$ cat src/rtl/demux_pkg.sv
// Shared definitions for the demux_router stream distributor.
// Optional broadcast support is selected by the DEMUX_BCAST_EN macro (see demux_router.sv).
package demux_pkg;

   localparam int DEFAULT_SWITCH_BITS = 1;
   localparam int DEFAULT_DATA_WIDTH  = 8;

   // Every output lane owns a two-entry buffer; one spare slot lets the
   // producer keep streaming while the consumer pops.
   localparam int LANE_DEPTH = 2;

   // Occupancy of one lane buffer, 0..LANE_DEPTH.
   typedef logic [1:0] lane_cnt_t;

   localparam lane_cnt_t LANE_FULL = lane_cnt_t'(LANE_DEPTH);

endpackage

$ cat src/rtl/demux_lane_buf.sv
// One output lane of demux_router: a two-entry FIFO with registered storage.
// The head word is read straight from storage, so a word pushed at one edge is
// visible on data_out right after that edge.
module demux_lane_buf
   import demux_pkg::*;
#(
   parameter int DATA_WIDTH = DEFAULT_DATA_WIDTH
)(
   input  logic                  clk,
   input  logic                  rst_n,
   input  logic                  push,
   input  logic [DATA_WIDTH-1:0] data_in,
   input  logic                  pop,
   output logic                  valid,
   output logic [DATA_WIDTH-1:0] data_out,
   output logic                  full
);

   logic [DATA_WIDTH-1:0] mem [0:LANE_DEPTH-1];
   logic                  wr_ptr;
   logic                  rd_ptr;
   lane_cnt_t             count;
   logic                  push_ok;
   logic                  pop_ok;

   // Guard against writing a full buffer or reading an empty one.
   assign push_ok  = push & ~full;
   assign pop_ok   = pop & valid;

   assign full     = (count == LANE_FULL);
   assign valid    = (count != '0);
   assign data_out = mem[rd_ptr];

   // Storage, wrap-around pointers and occupancy; reset flushes everything.
   always_ff @(posedge clk or negedge rst_n) begin
      if (!rst_n) begin
         for (int i = 0; i < LANE_DEPTH; i++) begin
            mem[i] <= '0;
         end
         wr_ptr <= 1'b0;
         rd_ptr <= 1'b0;
         count  <= '0;
      end else begin
         if (push_ok) begin
            mem[wr_ptr] <= data_in;
            wr_ptr      <= ~wr_ptr;
         end
         if (pop_ok) begin
            rd_ptr <= ~rd_ptr;
         end
         case ({push_ok, pop_ok})
            2'b10:   count <= count + lane_cnt_t'(1);
            2'b01:   count <= count - lane_cnt_t'(1);
            default: count <= count;
         endcase
      end
   end

endmodule

$ cat src/rtl/demux_router.sv
// 1-to-N valid/ready stream demultiplexer. Each accepted word is routed to the
// lane named by in_sel and buffered in that lane's two-entry FIFO.
// Define DEMUX_BCAST_EN to add the in_bcast port, which pushes a word into all
// lanes at once when every lane has room.
module demux_router
   import demux_pkg::*;
#(
   parameter  int SWITCH_BITS = DEFAULT_SWITCH_BITS,
   parameter  int DATA_WIDTH  = DEFAULT_DATA_WIDTH,
   localparam int N_CELL      = 1 << SWITCH_BITS
)(
   input  logic                   clk,
   input  logic                   rst_n,
   input  logic                   in_valid,
   output logic                   in_ready,
   input  logic [SWITCH_BITS-1:0] in_sel,
   input  logic [DATA_WIDTH-1:0]  in_data,
`ifdef DEMUX_BCAST_EN
   input  logic                   in_bcast,
`endif
   output logic [N_CELL-1:0]      out_valid,
   input  logic [N_CELL-1:0]      out_ready,
   output logic [DATA_WIDTH-1:0]  out_data [0:N_CELL-1]
);

   logic [N_CELL-1:0] full;
   logic [N_CELL-1:0] push;
   logic [N_CELL-1:0] pop;
   logic              lane_ready;

   assign pop = out_valid & out_ready;

   // Acceptance looks only at registered lane fullness, so out_ready never
   // reaches in_ready combinationally; the selected lane (or all lanes for a
   // broadcast) gets the push.
   always_comb begin
      push       = '0;
      lane_ready = ~full[in_sel];
`ifdef DEMUX_BCAST_EN
      if (in_valid && in_bcast) begin
         lane_ready = ~|full;
      end
`endif
      in_ready = rst_n & lane_ready;
      if (in_valid && in_ready) begin
`ifdef DEMUX_BCAST_EN
         if (in_bcast) begin
            push = '1;
         end else begin
            push[in_sel] = 1'b1;
         end
`else
         push[in_sel] = 1'b1;
`endif
      end
   end

   for (genvar k = 0; k < N_CELL; k++) begin : g_lane
      demux_lane_buf #(
         .DATA_WIDTH (DATA_WIDTH)
      ) u_lane (
         .clk      (clk),
         .rst_n    (rst_n),
         .push     (push[k]),
         .data_in  (in_data),
         .pop      (pop[k]),
         .valid    (out_valid[k]),
         .data_out (out_data[k]),
         .full     (full[k])
      );
   end

endmodule

$ cat config.mk
export PLATFORM = sky130hd
export DESIGN_NAME = demux_router
export DESIGN_NICKNAME = d
export VERILOG_FILES = /design/src/rtl/demux_pkg.sv /design/src/rtl/demux_lane_buf.sv /design/src/rtl/demux_router.sv
export SDC_FILE = /design/constraint.sdc
export NUM_CORES = 1
export LEC_CHECK = 0
export ABC_AREA = 1
export BUFFER_PORTS_ARGS = -buffer_cell sky130_fd_sc_hd__buf_4
export CAP_MARGIN = 40
export CORE_UTILIZATION = 45
export CTS_CLUSTER_SIZE = 28
export DETAILED_ROUTE_END_ITERATION = 16
export GPL_TIMING_DRIVEN = 0
export PLACE_DENSITY = 0.64
export SYNTH_ARGS = -nofsm -noshare
export SYNTH_HDL_FRONTEND = slang
export SYNTH_SLANG_ARGS = --single-unit
$ cat constraint.sdc
create_clock -name clk -period 3.5 [get_ports clk]
set_input_delay 0.35 -clock clk [delete_from_list [all_inputs] [get_ports clk]]
set_output_delay 0.35 -clock clk [all_outputs]
set_load 0.05 [all_outputs]
After elaboration in Yosys (flattened, before gate mapping):

Index checks and enable logic that the tools add are counted.

* input port bits: 14
* register bits: 40
* word-level logic and storage cells: 72
* output and inout bits: 19

* add/sub/neg operators: 4
* bitwise logic cells: 17
* eq/ne operators: 6
* mux-type cells: 19
* order comparisons: 8
* reductions and logical operators: 8

Operators by type and width (number)
* $mux 8: 8
* $bwmux 16: 2
* $demux 8 s1: 2
* $eq 2x2->1 const B: 4
* $ge 2x2->1 const B: 4
* $not 1->2: 4
* $pmux 2 s2: 2
* $reduce_bool 2->1: 4
* $not 1->1: 7
* $and 1x1->1: 5
* $add 2x1->2 const B: 2
* $eq 2x1->1 const B: 2
* $logic_and 1x1->1: 4
* $lt 2x1->1 const B: 2
* $sub 2x1->2 const B: 2
* $mux 1: 3
* $and 2x2->2: 1
* $lt 1x2->1 const B: 1
* $mux 2: 1
* $demux 1 s1: 1
* $ge 1x1->1 const B: 1

Depth between registers and ports, before layout:

* depth in word-level cells: 10
* gate-level depth with buffers: 9
* mapped depth without buffers: 9

Cells and area by module:

Synthesis repeated with hierarchy kept, for this count alone.

* cell total of the unflattened synthesis: 263
* area total of the unflattened synthesis: 2094.5 µm²

By module, submodules not included
* demux_lane_buf: instances 2, cells an instance 125, area an instance 1017.2 µm², seq. area each 500.5 µm²
* demux_router: instances 1, cells an instance 13, area an instance 60.1 µm², seq. area each 0.0 µm²

Least setup slack after synthesis:

Ideal clock, no wire load.

* kind: reg2out
* start point: register g_lane[0].u_lane.rd_ptr
* end point: output out_data[10] (netlist bit)
* arrival: 1.611 ns
* required time: 3.150 ns
* buffers on the path: 1
* cell stages (with the launch flop): 3
* path slack: 1.539 ns
* cells stage by stage: dfrtp_1 -> clkbuf_1 -> o21ai_0

RTL lines
* start, declared: line demux_lane_buf.sv:21 `logic rd_ptr;`
* start signal, assigned: line demux_lane_buf.sv:49 `rd_ptr <= ~rd_ptr;`
* end, declared: line demux_router.sv:23 `output logic [DATA_WIDTH-1:0] out_data [0:N_CELL-1]`

==> summary.txt <==
Floorplan
  – Starting Density: a little under half
  – Die W: 68.2 um
  – Core area: 0.00412 mm^2
  – Ports: 33
  – Die height: approximately 70 um
  – Rows: 23
  – Die footprint: 0.00465 mm^2

GRT
  – Global-route wire length before repair: 6.84 mm
  – Initial antenna violation count: 0
  – Total gr overflow: 0
  – Number of global-route vias before repair: 1446
  – GR Util All Layers: roughly 20%
  – Largest net degree at the start of global routing: 43

Drt
  – Drt pass-1 iters: 4
  – DR iter-0 viols: 47
  – Drt total wl: 4.13 mm
  – Antenna Nets Post-Route: 0
  – Via count: 1570
  – Drt drc: 0
  – Drt wl/cell: 13.0 um
  – Via/cell ratio: just under 5

Critical path
  – Crit. End Element: primary output
  – Crit start category: flip-flop
  – Depth of the most critical reg-to-reg path: 9
  – Setup crit end: out_data[9]
  – Reg2reg end: g_lane[1].u_lane.count[1]$_DFFE_PN0P_
  – Reg-to-reg setup timing slack: 1.69 ns
  – Worst R2R Start: g_lane[1].u_lane.count[0]$_DFFE_PN0P_
  – Crit-path max FO: 10
  – Crit path from: g_lane[0].u_lane.rd_ptr$_DFFE_PN0P_
  – WP data required: 3.15 ns
  – Arrival time at the worst endpoint: between 1.5 and 2 ns
  – Category of the most critical setup path: flip-flop to primary output

Synthesis
  – Mapped cell area: ~0.002 mm^2
  – Area leader, netlist: dfrtp_1
  – Mean cell area of the mapped netlist: approximately 8.6 um^2
  – Syn_nets: 245
  – Synth warn: 0
  – Register area share after synthesis: between 50 and 60%
  – Synthesized instance count: ~230
  – Synth top area cells: dfrtp_1 (51%), nand2_1 (18%), nand4_1 (5.1%), o21ai_1 (4.6%), nand3_4 (2.7%)
  – Share of the synthesized area in the top cell type: 50.8%
  – Count of cell types in the netlist: 24
  – Number of synthesized register bits: 40

Placement
  – Routability Congestion: roughly 0.72
  – IO Port Bufs: 32
  – DP HPWL: roughly 2.9 mm

Timing
  – Setup total negative slack: 0 ns
  – Final setup fails: 0
  – Final Cycle Share: between 60 and 70%
  – Fin. Hold Viols: 0
  – Final max-slew violation count: 0
  – Final hold slack: 0.0525 ns
  – Worst-margin pin slew: 0.567 ns
  – Min Clock Period, post-route: 2.12 ns
  – RSZ-0062 raised after global routing: no
  – Fmax: 471 MHz
  – Slew Limit Headroom: 62.2%
  – Clk_skew: 0.00373 ns

CTS
  – CTS buffer count: 5
  – Postcts setup bufs: 0
  – Max Root-Sink Buffers: 2
  – # hold bufs at CTS: 0
  – Root Driver: clkbuf_8
  – Clock Pin Slew Worst Setup and Hold Paths: 0.07 ns
  – CTS sink cnt: 40
  – TritonCTS clock tree: built
  – Htree depth: 2
  – Post-CTS resize count: 0
  – Worst skew pair latency: 0.29 ns

Worst hold path
  – Hold crit path type: primary input to async pin

Outcome
  – Outcome: complete, no violations

Layout
  – Filler Cells Inserted: 400
  – Final core utilization: 57.1%
  – Share of layout cells above drive strength 1: 22.8%
  – Layout area overhead: 19.3%
  – Nets: ~280
  – Diode count: 0

Flow run
  – Max-cap viol count: 0

Pwr
  – Leakage: 1.21 nW
  – Maximum vdd ir drop: 0.504 mV
  – Design Power: 2.48 mW
  – Pwr/cell area: between 1000 and 1500 mW/mm^2
per-stage QoR:
stage          setup slack [ns]  cell area, um^2  instances
2_1_floorplan              1.54             1970        229
3_3_place_gp               1.32             2270        311
3_5_place_dp               1.31             2270        311
4_1_cts                    1.33             2350        318
5_1_grt                    1.29             2350        318
6_report                   1.38             2350        318
cells in the mapped netlist:
library cell	instances
xor2_1	4
buf_8	1
nand3_4	3
dfrtp_1	40
inv_1	13
a21oi_1	2
o21ai_1	18
nor2_8	1
inv_2	4
nand2_1	95
buf_6	1
xnor2_1	3
nor2_4	1
buf_4	2
clkinv_1	3
nand2_2	1
nand3_2	2
o21ai_0	8
buf_2	5
nand4_1	16
ha_1	2
nor2_2	1
clkbuf_1	2
nand4_4	1
layout make-up:
cell class | count | area, um^2 | share of cell area, %
inverter | 20 | 75.1 | 3.19
timing repair buffer | 32 | 240 | 10.2
sequential | 40 | 1000 | 42.6
clock buffer | 6 | 72.6 | 3.09
tap | 50 | 62.6 | 2.66
multi-input combinational | 158 | 821 | 34.9
buffer | 11 | 73.8 | 3.14
clock inverter | 1 | 5.00 | 0.213
logic make-up (layout without fill, tap and decap cells):
family	count (synthesis)	count (layout)	share of synthesized area [%]
AOI/OAI and AO/OA	28	28	7.11
buffers and inverters	31	70	7.55
xor gates and xnor gates	7	7	3.11
and+or+nand+nor	121	121	30.2
adders and majority gates	2	2	1.27
DFF	40	40	50.8
layout by cell type, fill, tap and decap left out:
| cell type | netlist | routed |
|---|---|---|
| nand3_4 | 3 | 3 |
| nor2_4 | 1 | 1 |
| clkbuf_8 | 0 | 5 |
| nor2_8 | 1 | 1 |
| nand3_2 | 2 | 2 |
| ha_1 | 2 | 2 |
| buf_2 | 5 | 5 |
| dfrtp_1 | 40 | 40 |
| inv_2 | 4 | 4 |
| nand2_1 | 95 | 95 |
| a21oi_1 | 2 | 2 |
| o21ai_0 | 8 | 8 |
| xor2_1 | 4 | 4 |
| buf_6 | 1 | 1 |
| buf_8 | 1 | 1 |
| nand4_1 | 16 | 16 |
| clkbuf_1 | 2 | 3 |
| o21ai_1 | 18 | 18 |
| nor2_2 | 1 | 1 |
| inv_1 | 13 | 13 |
| xnor2_1 | 3 | 3 |
| buf_4 | 2 | 34 |
| nand2_2 | 1 | 1 |
| nand4_4 | 1 | 1 |
| clkinv_2 | 0 | 1 |
| clkinv_1 | 3 | 3 |
per-layer routing:
metal / part of all wire [%] / GRT usage (%)
met1: 49 / 27.8
met2: 46 / 31.7
met3: 4.2 / 4.67
met4: 1.1 / 7.55
met5: 0 / 0
registers in the layout, summed over array words and instances, names as in the netlist:
| signal | count |
|---|---|
| g_lane.u_lane.wr_ptr | 2 |
| g_lane.u_lane.mem | 32 |
| g_lane.u_lane.count | 4 |
| g_lane.u_lane.rd_ptr | 2 |
worst min path at each step:
| stage | start | end | slack (ns) | cells after the start |
|---|---|---|---|---|
| 3_5_place_dp | rst_n | g_lane[1].u_lane.rd_ptr$_DFFE_PN0P_ | 0.38 | 1 |
| 2_1_floorplan | rst_n | g_lane[0].u_lane.count[0]$_DFFE_PN0P_ | 0.05 | 0 |
| 3_3_place_gp | rst_n | g_lane[1].u_lane.count[0]$_DFFE_PN0P_ | 0.38 | 1 |
| 4_1_cts | rst_n | g_lane[1].u_lane.rd_ptr$_DFFE_PN0P_ | 0.07 | 1 |
| 5_1_grt | rst_n | g_lane[1].u_lane.rd_ptr$_DFFE_PN0P_ | 0.09 | 1 |
| 6_report | rst_n | g_lane[1].u_lane.rd_ptr$_DFFE_PN0P_ | 0.05 | 1 |
power by group:
| group | leakage (nW) | internal [mW] | switching [mW] |
|---|---|---|---|
| clock network | 0.0410 | 0.135 | 0.150 |
| registers | 0.490 | 0.683 | 0.111 |
| logic | 0.678 | 0.424 | 0.972 |
worst max-delay path, cell delays in order, from the launching register on:
cell      delay [ns]
dfrtp_1         0.32
clkbuf_1        0.30
clkbuf_1        0.40
nand2_1         0.08
o21ai_0         0.13
buf_4           0.25
(Power assumes the default switching activity.)
